### src/rtl/wb_rr_arbiter.sv
// Round-robin Wishbone B3 arbiter: shares one slave port between NUM_MASTERS masters,
// holds the grant for a whole cyc, and forces err on accesses the slave never answers.
module wb_rr_arbiter #(
  parameter int unsigned NUM_MASTERS = 2,
  parameter int unsigned AW          = 32,
  parameter int unsigned DW          = 32,
  parameter int unsigned TIMEOUT     = 255
) (
  input  logic                        wb_clk_i,
  input  logic                        wb_rst_n_i,
  input  logic [NUM_MASTERS*AW-1:0]   m_adr_i,
  input  logic [NUM_MASTERS*DW-1:0]   m_dat_i,
  input  logic [NUM_MASTERS*DW/8-1:0] m_sel_i,
  input  logic [NUM_MASTERS-1:0]      m_we_i,
  input  logic [NUM_MASTERS-1:0]      m_cyc_i,
  input  logic [NUM_MASTERS-1:0]      m_stb_i,
  input  logic [NUM_MASTERS*3-1:0]    m_cti_i,
  input  logic [NUM_MASTERS*2-1:0]    m_bte_i,
  output logic [DW-1:0]               m_dat_o,
  output logic [NUM_MASTERS-1:0]      m_ack_o,
  output logic [NUM_MASTERS-1:0]      m_err_o,
  output logic [NUM_MASTERS-1:0]      m_rty_o,
  output logic [AW-1:0]               s_adr_o,
  output logic [DW-1:0]               s_dat_o,
  output logic [DW/8-1:0]             s_sel_o,
  output logic                        s_we_o,
  output logic                        s_cyc_o,
  output logic                        s_stb_o,
  output logic [2:0]                  s_cti_o,
  output logic [1:0]                  s_bte_o,
  input  logic [DW-1:0]               s_dat_i,
  input  logic                        s_ack_i,
  input  logic                        s_err_i,
  input  logic                        s_rty_i,
  output logic [NUM_MASTERS-1:0]      grant_o
);

  localparam int unsigned SW = DW / 8;
  localparam int unsigned LW = (NUM_MASTERS > 1) ? $clog2(NUM_MASTERS) : 1;
  localparam int unsigned CW = (TIMEOUT > 0) ? $clog2(TIMEOUT + 1) : 1;

  typedef enum logic {IDLE = 1'b0, GRANT = 1'b1} state_t;

  state_t                 state_q, state_d;
  logic [LW-1:0]          last_q, last_d;
  logic [NUM_MASTERS-1:0] grant_q, grant_d;
  logic [CW-1:0]          wd_cnt_q, wd_cnt_d;
  logic [LW-1:0]          arb_sel;
  logic                   arb_found;
  logic                   in_grant, gcyc, gstb, resp, timeout_hit;

  // last_q doubles as the granted index while in GRANT
  assign in_grant = (state_q == GRANT);
  assign gcyc     = m_cyc_i[last_q];
  assign gstb     = m_stb_i[last_q];
  assign resp     = s_ack_i | s_err_i | s_rty_i;

  // A slave response in the timeout cycle takes priority over the forced err
  assign timeout_hit = (TIMEOUT != 0) && in_grant && gcyc && gstb && !resp &&
                       (wd_cnt_q == CW'(TIMEOUT));

  assign s_adr_o = m_adr_i[last_q*AW +: AW];
  assign s_dat_o = m_dat_i[last_q*DW +: DW];
  assign s_sel_o = m_sel_i[last_q*SW +: SW];
  assign s_cti_o = m_cti_i[last_q*3 +: 3];
  assign s_bte_o = m_bte_i[last_q*2 +: 2];
  assign s_cyc_o = in_grant && gcyc;
  assign s_stb_o = in_grant && gcyc && gstb && !timeout_hit;
  assign s_we_o  = in_grant && gcyc && m_we_i[last_q];

  assign m_dat_o = s_dat_i;
  assign m_ack_o = grant_q & {NUM_MASTERS{s_ack_i}};
  assign m_err_o = grant_q & {NUM_MASTERS{s_err_i | timeout_hit}};
  assign m_rty_o = grant_q & {NUM_MASTERS{s_rty_i}};
  assign grant_o = grant_q;

  // First requester after the last winner, with wrap-around
  always_comb begin
    arb_found = 1'b0;
    arb_sel   = last_q;
    for (int unsigned i = 1; i <= NUM_MASTERS; i++) begin
      if (!arb_found && m_cyc_i[(int'(last_q) + i) % NUM_MASTERS]) begin
        arb_found = 1'b1;
        arb_sel   = LW'((int'(last_q) + i) % NUM_MASTERS);
      end
    end
  end

  always_comb begin
    state_d  = state_q;
    last_d   = last_q;
    grant_d  = grant_q;
    wd_cnt_d = '0;
    case (state_q)
      IDLE: begin
        if (arb_found) begin
          state_d = GRANT;
          last_d  = arb_sel;
          grant_d = NUM_MASTERS'(1) << arb_sel;
        end
      end
      GRANT: begin
        if (!gcyc) begin
          state_d = IDLE;
          grant_d = '0;
        end else if ((TIMEOUT != 0) && s_stb_o && !resp) begin
          wd_cnt_d = wd_cnt_q + CW'(1);
        end
      end
      default: begin
        state_d = IDLE;
        grant_d = '0;
      end
    endcase
  end

  always_ff @(posedge wb_clk_i or negedge wb_rst_n_i) begin
    if (!wb_rst_n_i) begin
      state_q  <= IDLE;
      last_q   <= LW'(NUM_MASTERS - 1);
      grant_q  <= '0;
      wd_cnt_q <= '0;
    end else begin
      state_q  <= state_d;
      last_q   <= last_d;
      grant_q  <= grant_d;
      wd_cnt_q <= wd_cnt_d;
    end
  end

endmodule
### config.mk
export PLATFORM = sky130hd
export DESIGN_NAME = wb_rr_arbiter
export DESIGN_NICKNAME = d
export VERILOG_FILES = /design/src/rtl/wb_rr_arbiter.sv
export SDC_FILE = /design/constraint.sdc
export NUM_CORES = 1
export LEC_CHECK = 0
export CAP_MARGIN = 10
export CORE_AREA = 10 10 111 113
export CTS_CLUSTER_DIAMETER = 80
export DETAILED_ROUTE_END_ITERATION = 7
export DIE_AREA = 0 0 121 123
export HOLD_SLACK_MARGIN = 0.05
export MAX_ROUTING_LAYER = met4
export PLACE_DENSITY_LB_ADDON = 0.1
export SLEW_MARGIN = 20
export SYNTH_ARGS = -nofsm -noshare
export SYNTH_HDL_FRONTEND = slang
export SYNTH_SLANG_ARGS = --single-unit
### constraint.sdc
create_clock -name wb_clk_i -period 1.3 [get_ports wb_clk_i]
set_input_delay 0.195 -clock wb_clk_i [delete_from_list [all_inputs] [get_ports wb_clk_i]]
set_output_delay 0.195 -clock wb_clk_i [all_outputs]
set_load 0.02 [all_outputs]
# After elaboration in Yosys (flattened, before gate mapping)
# Index checks and enable logic that the tools add are counted.
# totals
regBits,12
out_inout_bits,116
# op_classes
bitwise_logic,7
shifts,6
n_addsub,3
eq_ne,3
order_cmp,3
mux,23
n_reduce_logical,13
n_mul,1
# ops
cell,count
64-bit by 7-bit indexed part select with 32-bit output,2
8-bit 2-to-1 mux,3
1-bit 2-to-1 mux,16
8-bit by 1-bit adder with 8-bit output (second input constant),1
8-bit == test (second input constant),1
1-bit logical AND,8
8-bit by 4-bit indexed part select with 4-bit output,1
2-bit AND,3
1-bit by 2-bit < comparator with 1-bit output (second input constant),3
6-bit by 4-bit indexed part select with 3-bit output,1
2-bit 2-to-1 mux,2
2-bit inequality test (second input constant),2
2-bit case mux with 2 select lines,1
2-bit AND reduction,2
4-bit by 3-bit indexed part select with 2-bit output,1
1-bit logical NOT,3
1-bit by 2-bit multiplier with 3-bit output (second input constant),1
1-bit OR,3
1-bit adder (second input constant),2
1-bit case mux with 2 select lines,1
1-bit by 1-bit left shift with 2-bit output (first input constant),1
1-bit inverter,1

# Logic depth before layout (Yosys ltp)
# logic_depth
depth_word,12
mapped_depth,5
depth_no_buf,4

# Least setup slack after synthesis
# OpenSTA, ideal clock, no wires.
# synth_path
kind,flip-flop to output port
startpoint,register last_q
endpoint,output s_we_o
path_stages_with_launch,5
setup_slack_ps,-382
required_time_ps,1105
arrival_time_ps,1487
cell_sequence,dfstp_2 -> buf_2 -> mux2i_1 -> nor2b_1 -> nor2b_1
# synth_via
elab_chain_cells,4
word_cells_on_any_way,6
classes_between,4 x mux; 2 x reduce/logical
# synth_rtl
item,line_no,rtl
from (decl),45,"logic [LW-1:0] last_q, last_d;"
from (signal assigned),120,last_q <= LW'(NUM_MASTERS - 1);
from (signal assigned),125,last_q <= last_d;
1-bit 2-to-1 mux (implied by the code) (2 in series),54,assign gcyc = m_cyc_i[last_q];
1-bit logical AND,n/a,
net s_cyc_o,27,"output logic s_cyc_o,"
1-bit logical AND,69,assign s_we_o = in_grant && gcyc && m_we_i[last_q];
to (decl),26,"output logic s_we_o,"
# The timed path passes the listed nets, and every way through them passes these cells. The select of a mux whose other input is x is not followed.

# Worst setup path after layout
# layout_path
startpoint,register last_q
endpoint,output s_dat_o[15]
# layout_via
elab_chain_cells,1
# layout_rtl
item,line_no,rtl
64-bit by 7-bit indexed part select with 32-bit output,63,assign s_dat_o = m_dat_i[last_q*DW +: DW];
to (decl),24,"output logic [DW-1:0] s_dat_o,"
# No other way between the ends.

==> impl_metrics.toml <==
[status]
status = "finished, violations left"
violations = "setup timing"

[logic_synthesis]
synth-seq-cells = 12
synthFlopType = "dfrtp_1"
muxShareOfSynthArea = 0.4595
synth-edff-count = 0
yosysWarnings = 0
yosysUniqueCellTypes = 36
synth_compound_area_frac = 0.07018
syn_avg_cell_area_um2 = 9.759
synth-simple-area-share = 0.1255
yosysSeqAreaShare = 0.1626
syn_area_mm2 = 0.001854
yosys.area_share.adder = 0.006748
ys_async_sr_fraction = 1.000
synth.area.top_cells = "mux2_2, dfrtp_1, buf_4, buf_2, mux2i_1"
syn-num-nets = 380
synth_top_area_cell = "mux2_2"
synth_top_family_by_area = "multiplexers"
synth_xor_area_frac = 0.01417
synth_cells = 190
synth_top_area_share = 0.4433

[finish]
area_growth_pct = 177.1
layout_common_cells = "clkdlybuf4s50_1, buf_6, mux2_4, buf_4, mux2_2"
design_area_mm2 = 0.005139
antennaDiodeCount = 0
final_util = 0.5068
drive_gt1_frac = 0.5414
fillerInstances = 904
nets = 638
layout_commonest_cell = "clkdlybuf4s50_1"

[die]
dieArea_mm2 = 0.01488
io_pins = 305
die_h_um = 123
die_w_um = 121
start_util = 0.1829
core_area_mm2 = 0.01014
fp-row-count = 37

[critical_path]
crit_path_end_kind = "output port"
crit_type = "flip-flop to output port"
crit_start = "last_q"
worstPathMaxFanout = 11
worstReg2RegStart = "last_q"
start_kind = "flip-flop"
cp_data_required_time_ps = 1110
worstPathArrival_ps = 1740

[route]
via_per_inst = 4.257
drcViolationCount = 0
routed_wl_um = 13870
first_pass_iters = 4
vias = 2482
drt-initial-drc-count = 78
ant_nets = 0
wl_per_cell_um = 23.79

[global_route]
grt.total_usage = 0.1668
grt_pass1_vias = 2579
grt-ovfl-total = 0
grt_max_degree = 23
antenna_found_initial = 0
grt_pass1_wl_um = 18220

[sta]
finClkSkew_ps = 3.706
worst_pin_slew_ps = 266.7
slew_viol_final = 0
setup_viol = 91
max_freq_mhz = 515.8
finalCriticalPeriod_ps = 1939
fin_ws_ps = -638.7
maxSlewHeadroom = 0.8200
finalCritPeriodShare = 1.491
rsz0062_at_grt = "yes"
whs_ps = 249.2
final_hold_viol_count = 0

[clock_network]
cts_max_level = 1
cts_tree = "yes"
cts.clk_slew.worst_paths_ps = 60
cts_root_buf = "clkbuf_8"
insertion_delay_ps = 240
cts_buffers = 3
cts_hold_buf = 0
cts.sinks = 12
cts.path.max_buffers = 2

[flow_run]
max_cap_viol_count = 0

[power]
ir_drop_mv = 0.6028
power_leakage_nw = 2.355
p_total_mw = 7.920
p_per_area_mw_per_mm2 = 1541

[placement]
place_area_mm2 = 0.004612
dp_hpwl_um = 11720
port_buffers = 240
gp_congestion = 0.8516

[min_path]
hp-class = "input port to asynchronous set/reset pin"
worst paths after layout:
kind,end,slack (ps),cells past startpoint
hold / removal,wd_cnt_q[4],250,2
hold reg to reg,wd_cnt_q[0],560,2
max in group asynchronous,last_q,820,2
setup / recovery,s_dat_o[15],-640,4
min in group wb_clk_i,m_dat_o[17],390,0
setup reg to reg,wd_cnt_q[7],-370,6
through the flow:
step | TNS [ps] | std cells | worst slack [ps]
CTS | -46400 | 578 | -675.9
global placement | -54110 | 561 | -810.9
floorplan | -6643 | 190 | -113.3
global route | -50820 | 583 | -687.8
finish | -46460 | 583 | -638.7
detailed placement | -54780 | 561 | -852.9
layer usage:
metal	GRT usage	share of wire
met5	-	0
met3	0.06108	0.10
met2	0.2748	0.49
met1	0.1948	0.40
met4	0.02262	0.0083
worst max-delay path, stage by stage (launching register included):
cell and delay, ps:
dfstp_4 690, buf_4 150, clkbuf_16 160, mux2_2 330, buf_2 160
cell usage after synthesis (all sizes together) (3+ instances only):
library cell  instances
dfrtp                11
nand3                 5
nor2                  4
mux2i                 3
and2                  4
nor3b                 3
nor3                  6
a21oi                 4
buf                  43
nand2                 3
mux2                 73
o21ai                 4
nor2b                 3
final cells by class:
cell class / instances / area, um2 / share of cell area
clock buffers: 4 / 55.05 / 0.01071
inverters: 1 / 3.754 / 0.0007305
multi-input cells: 134 / 1540 / 0.2997
flip-flops and latches: 12 / 307.8 / 0.05990
well taps: 136 / 170.2 / 0.03311
repair buffers: 296 / 3062 / 0.5958
kinds of logic (layout without fill, tap and decap cells):
family / count (synthesis) / after routing
compound gates: 18 / 18
xor+xnor: 3 / 3
fa+ha+maj: 1 / 1
buf+inv: 44 / 301
flops: 12 / 12
mux: 76 / 76
simple gates: 36 / 36
power by group:
part	switching [mW]	internal, mW
registers	0.105	0.455
logic	2.84	4.12
clock network	0.137	0.267
sequential cells by signal (all words and copies together) (netlist names):
signal,count
wd_cnt_q,8
grant_o,2
in_grant,1
last_q,1
repair_timing:
| item | 4_1_cts | 5_1_grt |
|---|---|---|
| pin swaps | 3 | 0 |
| endpoints found under the setup margin | 93 | 95 |
| buffers inserted | 11 | 5 |
| gates resized for setup | 404 | 106 |
| gates cloned | 2 | 3 |
No activity file was read; power rests on OpenSTA's default activity.
